===== src/rtl/gate_selftest_ctrl.sv =====
// Walks a/b through 00,01,10,11 and checks the 7 gate-bank outputs; run latency 4*(SETTLE+1) cycles.
// Does not backpressure: start is ignored while busy, and resp is only looked at on sample edges.
module gate_selftest_ctrl #(
  parameter int SETTLE = 1
) (
  input  logic       clk,
  input  logic       rst_n,
  input  logic       start,
  input  logic [6:0] resp,
  output logic       stim_a,
  output logic       stim_b,
  output logic       busy,
  output logic       done,
  output logic       pass,
  output logic [6:0] fail_vec,
  output logic [2:0] err_count
);

  typedef enum logic [1:0] {ST_IDLE, ST_SETTLE, ST_SAMPLE, ST_DONE} state_t;

  localparam logic [3:0] SETTLE_LAST = 4'(SETTLE - 1);

  state_t     state_q, state_d;
  logic [1:0] idx_q, idx_d;
  logic [3:0] cnt_q, cnt_d;
  logic [1:0] stim_q, stim_d;
  logic       busy_q, busy_d;
  logic       done_q, done_d;
  logic [6:0] fail_vec_q, fail_vec_d;
  logic [2:0] err_count_q, err_count_d;

  logic       a, b;
  logic [6:0] exp_resp;
  logic [6:0] mism;

  // Reference truth table taken from the registered stimulus, so it matches what the bank sees.
  assign a        = stim_q[1];
  assign b        = stim_q[0];
  assign exp_resp = {a & b, a | b, ~a, ~(a & b), ~(a | b), a ^ b, ~(a ^ b)};
  assign mism     = resp ^ exp_resp;

  always_comb begin
    state_d     = state_q;
    idx_d       = idx_q;
    cnt_d       = cnt_q;
    stim_d      = stim_q;
    busy_d      = busy_q;
    done_d      = done_q;
    fail_vec_d  = fail_vec_q;
    err_count_d = err_count_q;
    case (state_q)
      ST_IDLE, ST_DONE: begin
        if (start) begin
          state_d     = ST_SETTLE;
          idx_d       = 2'd0;
          cnt_d       = SETTLE_LAST;
          stim_d      = 2'b00;
          busy_d      = 1'b1;
          done_d      = 1'b0;
          fail_vec_d  = '0;
          err_count_d = '0;
        end
      end
      ST_SETTLE: begin
        if (cnt_q == 4'd0) state_d = ST_SAMPLE;
        else               cnt_d   = cnt_q - 4'd1;
      end
      ST_SAMPLE: begin
        fail_vec_d = fail_vec_q | mism;
        if (|mism) err_count_d = err_count_q + 3'd1;
        if (idx_q != 2'd3) begin
          // Next vector is driven from the same edge that samples the current one.
          idx_d   = idx_q + 2'd1;
          stim_d  = idx_q + 2'd1;
          cnt_d   = SETTLE_LAST;
          state_d = ST_SETTLE;
        end else begin
          state_d = ST_DONE;
          stim_d  = 2'b00;
          busy_d  = 1'b0;
          done_d  = 1'b1;
        end
      end
      default: state_d = ST_IDLE;
    endcase
  end

  always_ff @(posedge clk or negedge rst_n) begin
    if (!rst_n) begin
      state_q     <= ST_IDLE;
      idx_q       <= 2'd0;
      cnt_q       <= 4'd0;
      stim_q      <= 2'b00;
      busy_q      <= 1'b0;
      done_q      <= 1'b0;
      fail_vec_q  <= '0;
      err_count_q <= '0;
    end else begin
      state_q     <= state_d;
      idx_q       <= idx_d;
      cnt_q       <= cnt_d;
      stim_q      <= stim_d;
      busy_q      <= busy_d;
      done_q      <= done_d;
      fail_vec_q  <= fail_vec_d;
      err_count_q <= err_count_d;
    end
  end

  assign stim_a    = stim_q[1];
  assign stim_b    = stim_q[0];
  assign busy      = busy_q;
  assign done      = done_q;
  assign pass      = done_q & (fail_vec_q == 7'd0);
  assign fail_vec  = fail_vec_q;
  assign err_count = err_count_q;

endmodule

===== config.mk =====
export PLATFORM = sky130hd
export DESIGN_NAME = gate_selftest_ctrl
export DESIGN_NICKNAME = d
export VERILOG_FILES = /design/src/rtl/gate_selftest_ctrl.sv
export SDC_FILE = /design/constraint.sdc
export NUM_CORES = 1
export LEC_CHECK = 0
export CAP_MARGIN = 10
export CELL_PAD_IN_SITES_DETAIL_PLACEMENT = 1
export CELL_PAD_IN_SITES_GLOBAL_PLACEMENT = 1
export CORE_MARGIN = 2
export CORE_UTILIZATION = 40
export DETAILED_ROUTE_END_ITERATION = 10
export GPL_ROUTABILITY_DRIVEN = 0
export PLACE_DENSITY_LB_ADDON = 0.1
export SYNTH_ARGS = -nofsm -noshare
export SYNTH_HDL_FRONTEND = slang
export SYNTH_SLANG_ARGS = --single-unit

===== constraint.sdc =====
create_clock -name clk -period 3.9 [get_ports clk]
set_input_delay 1.17 -clock clk [delete_from_list [all_inputs] [get_ports clk]]
set_output_delay 1.17 -clock clk [all_outputs]
set_load 0.01 [all_outputs]

# == Word-level counts from Yosys, hierarchy flattened ==
# Cells that the tools add are included.
# word_totals
ff_bits,22
latch_bits,0
mem_bits_rw,0
rom_bits,0
word_cells,67
memories,0
# op_classes
add_sub_neg,3
n_mul,0
div,0
order_cmp,0
eq_ne,10
shift,0
n_mux,24
n_bitwise,10
reduce_logical,12
# op_table
op,count
$ne A2 B2 Y1 const B,7
$pmux W7 S2,1
$mux W2,6
$mux W4,3
$pmux W4 S3,1
$reduce_and A3 Y1,4
$pmux W2 S2,2
$logic_not A7 Y1,1
$mux W7,1
$or A7 B7 Y7,1
$reduce_or A7 Y1,1
$xor A7 B7 Y7,1
$mux W3,2
$pmux W2 S3,1
$pmux W3 S2,1
$eq A2 B2 Y1 const B,2
$logic_not A4 Y1,1
$mux W1,4
$not A1 Y1,4
$pmux W1 S2,2
$reduce_and A2 Y1,2
$sub A4 B1 Y4 const B,1
$add A3 B1 Y3 const B,1
$add A2 B1 Y2 const B,1
other kinds (7),8

# == Logic depth before layout (Yosys ltp) ==
# logic_depth
ltp_word,6
depth_mapped,6
ltp_nobuf,6

# == Worst setup path before layout ==
# Ideal clock, no wire load.
# synth_path
path_kind,input port to flip-flop
startpoint,in resp[1]
endpoint,"reg err_count_q[0], in the netlist err_count[0]"
arrival_time_ps,2135
setup_slack_ps,1640
stages,4
n_path_buf,0
cell_sequence,or3b_1 a22oi_2 a21oi_2 mux2_4
# synth_between
elab_chain_len,4
# synth_rtl
item,line_no,rtl
start: declaration,9,"input logic [6:0] resp,"
$xor A7 B7 Y7,40,assign mism = resp ^ exp_resp;
$reduce_or A7 Y1,70,if (|mism) err_count_d = err_count_q + 3'd1;
$ne A2 B2 Y1 (no line),n/a,
$reduce_and A3 Y1 (no line),n/a,
end signal: assignment,106,err_count_q <= err_count_d;
end: declaration,30,"logic [2:0] err_count_q, err_count_d;"
# No other way between the ends.
# A chain may end at the register's enable or synchronous reset.

# == Worst setup path after layout ==
# layout_path
startpoint,"reg fail_vec_q[1], in the netlist fail_vec[1]"
endpoint,out pass
# layout_between
elab_chain_len,2
# layout_rtl
item,line_no,rtl
start: declaration,29,"logic [6:0] fail_vec_q, fail_vec_d;"
start signal: assignment,105,fail_vec_q <= fail_vec_d;
$logic_not A7 Y1,114,assign pass = done_q & (fail_vec_q == 7'd0);
$and A1 B1 Y1,114,
end: declaration,14,"output logic pass,"
# No other way between the ends.

==> metrics.cfg <==
[outcome]
status = finished clean

[clock_network]
root_buffer = clkbuf_4
hold_buffers = 0
tritoncts = done
post_cts_buffers = 0
insertion_delay_ns = 0.32
clockBufferDepth = 2
cts.clk_slew.worst_paths_ns = 0.13
clock_sinks = 22
cts_buffers = 3
cts.htree.levels = 1
ctsResizeCount = 0

[placed_design]
placed_cell_area_um2 = 1554
io_buffers = 24
dpl.hpwl_um = 2299
post-place-cells = 198
place_ws_ns = 1.053

[routing]
drtIter0Drc = 29
route.detailed.drc = 0
dr.pass1.iters = 2
vias = 1054
viasPerCell = 5.218
routed_wl_um = 2927
drtAntennaViolNets = 0
wl_per_cell_um = 14.49

[critical_path]
r2r_cells = 5
worstPathArrival_ns = 1.87
crit_path_start_kind = flop
worstPathMaxFanout = 3
cp-end-kind = primary output
path_class = flop to primary output
critical_path_required_ns = 2.73
r2r_slack_ns = 1.85

[grt]
grt_pass1_wl_um = 4954
grt_pass1_vias = 1068
grt_usage = 0.1864
antenna_found_initial = 0
grt_max_degree = 23
overflow = 0

[final_layout]
drive_above_1_share = 0.05696
fin_nets = 178
nFillCells = 348
syn_to_final_growth_pct = 27.13
instances_no_fill = 202
diodes = 0
post-route-util = 0.5306
post-route-cell-area_um2 = 1607

[power_and_ir_drop]
power_density_nw_per_um2 = 670.8
ir_worst_vdd_uv = 290.8
power_mw = 1.078
leakage_nw = 0.7253

[synthesis]
synthMostInstantiatedCell = dfrtp_1
ys_ff_latch = 22
synthesis.area_um2 = 1264
synth.largest_area_cell = dfrtp_1
ys_warn_count = 0
ys_types = 31
seq_area_frac_synth = 0.4356
synth-edff-count = 0
synth_commonest_cells = dfrtp_1 (22), nor2_1 (16), nand2_1 (12)
synth_ff_type = dfrtp_1
syn-instance-count = 131
synth_async_sr_flop_share = 1.000
syn_nets = 150
avgSynthCellArea_um2 = 9.647
yosysTopAreaCellShare = 0.4356
synth.area.top_cells = dfrtp_1 (44%), ha_1 (8.9%), nor2_1 (4.8%), a22o_1 (4.2%), a21oi_1 (4.0%)

[sta]
hold_viol = 0
fin_crit_sh = 0.7784
fin_ws_ns = 0.8642
grt_setup_unrepaired = no
tightestPinTransition_ns = 1.001
setup_tns_ns = 0
hold_slack_ns = 0.5060
slew_headroom = 0.3307
period_needed_ns = 3.036
finalClockSkew_ns = 0.006793
finalSetupViolations = 0
final_max_slew_viol_count = 0
clock.fmax_ghz = 0.3294

[die]
core_area_um2 = 3028
die_height_um = 60.21
io-pin-count = 25
dieArea_um2 = 3625
die_x_um = 60.21
start_util = 0.4174
rows = 20

[min_path]
holdCritPathClass = flop to flop
min_path_cells = 1

[job]
maxCapViolCount = 0

==> state kept, by name, summed over array words and instances, names as in the netlist <==
signal	cells
fail_vec	7
cnt_q	4
err_count	3
idx_q	2
state_q	2
stim_q	2
busy	1
done	1
==> final timing paths <==
check,from,to
max reg2reg,state_q[0],fail_vec[2]
min reg2reg,busy,busy
max in group asynchronous,rst_n,err_count[1]
max,fail_vec[1],pass
min in group asynchronous,rst_n,cnt_q[2]
min,busy,busy
==> worst max-delay path: stages, from the launching register on <==
cell and delay, ns:
dfrtp_1 0.43, nor4_1 0.36, and4b_1 0.23, clkdlybuf4s50_1 0.53
==> final cells by class <==
| cell class | count | area, µm² | share of cell area |
|---|---|---|---|
| Clock buffer | 3 | 22.52 | 0.01402 |
| Tap cell | 44 | 55.05 | 0.03427 |
| Inverter | 8 | 30.03 | 0.01869 |
| Multi-Input combinational cell | 100 | 678.2 | 0.4221 |
| Sequential cell | 22 | 550.5 | 0.3427 |
| Timing Repair Buffer | 24 | 240.2 | 0.1495 |
| Clock inverter | 1 | 30.03 | 0.01869 |
==> report_power, final <==
part           internal (mW)  switching [mW]
clock network          0.104          0.0725
registers              0.296          0.0550
logic                  0.241           0.309
==> per-layer routing <==
layer,part of all wire,GRT usage,up-vias,routed length (µm)
met3,0.023,0.02597,4,66
met2,0.51,0.3245,16,1495
met5,0,0,-,0
met1,0.45,0.2291,520,1328
li1,-,-,514,-
met4,0.013,0.07619,0,38
==> cells in the final DEF, fill, tap and decap left out <==
cell type | netlist | layout
ha_1 | 9 | 9
o211a_1 | 1 | 1
nand3b_1 | 3 | 3
xor2_1 | 4 | 4
or3_1 | 2 | 2
a22o_1 | 6 | 6
clkbuf_4 | 0 | 3
o21ai_0 | 6 | 6
nor2b_1 | 2 | 2
or3b_1 | 2 | 2
a21oi_1 | 10 | 10
o211ai_1 | 1 | 1
xnor2_1 | 3 | 3
a22oi_2 | 1 | 1
mux2_4 | 1 | 1
and3b_1 | 1 | 1
a21o_1 | 1 | 1
clkdlybuf4s50_1 | 0 | 24
nand2b_1 | 3 | 3
inv_1 | 8 | 8
nor2_1 | 16 | 16
o22ai_1 | 2 | 2
dfrtp_1 | 22 | 22
or3b_2 | 1 | 1
nand3_1 | 4 | 4
a21oi_2 | 1 | 1
nor3b_1 | 2 | 2
mux2i_1 | 3 | 3
nand2_1 | 12 | 12
bufinv_16 | 0 | 1
nor4_1 | 1 | 1
and4b_1 | 1 | 1
a211o_2 | 1 | 1
==> logic make-up after synthesis <==
logic type               share of synthesized area
multiplexers                               0.03564
buffers and inverters                      0.02772
AND/OR/NAND/NOR                             0.2040
XOR/XNOR                                   0.04852
flip-flops                                  0.4356
AO/OA/AOI/OAI                               0.1594
adder cells (fa/ha/maj)                    0.08911
Power figures use the tool's default switching activity.
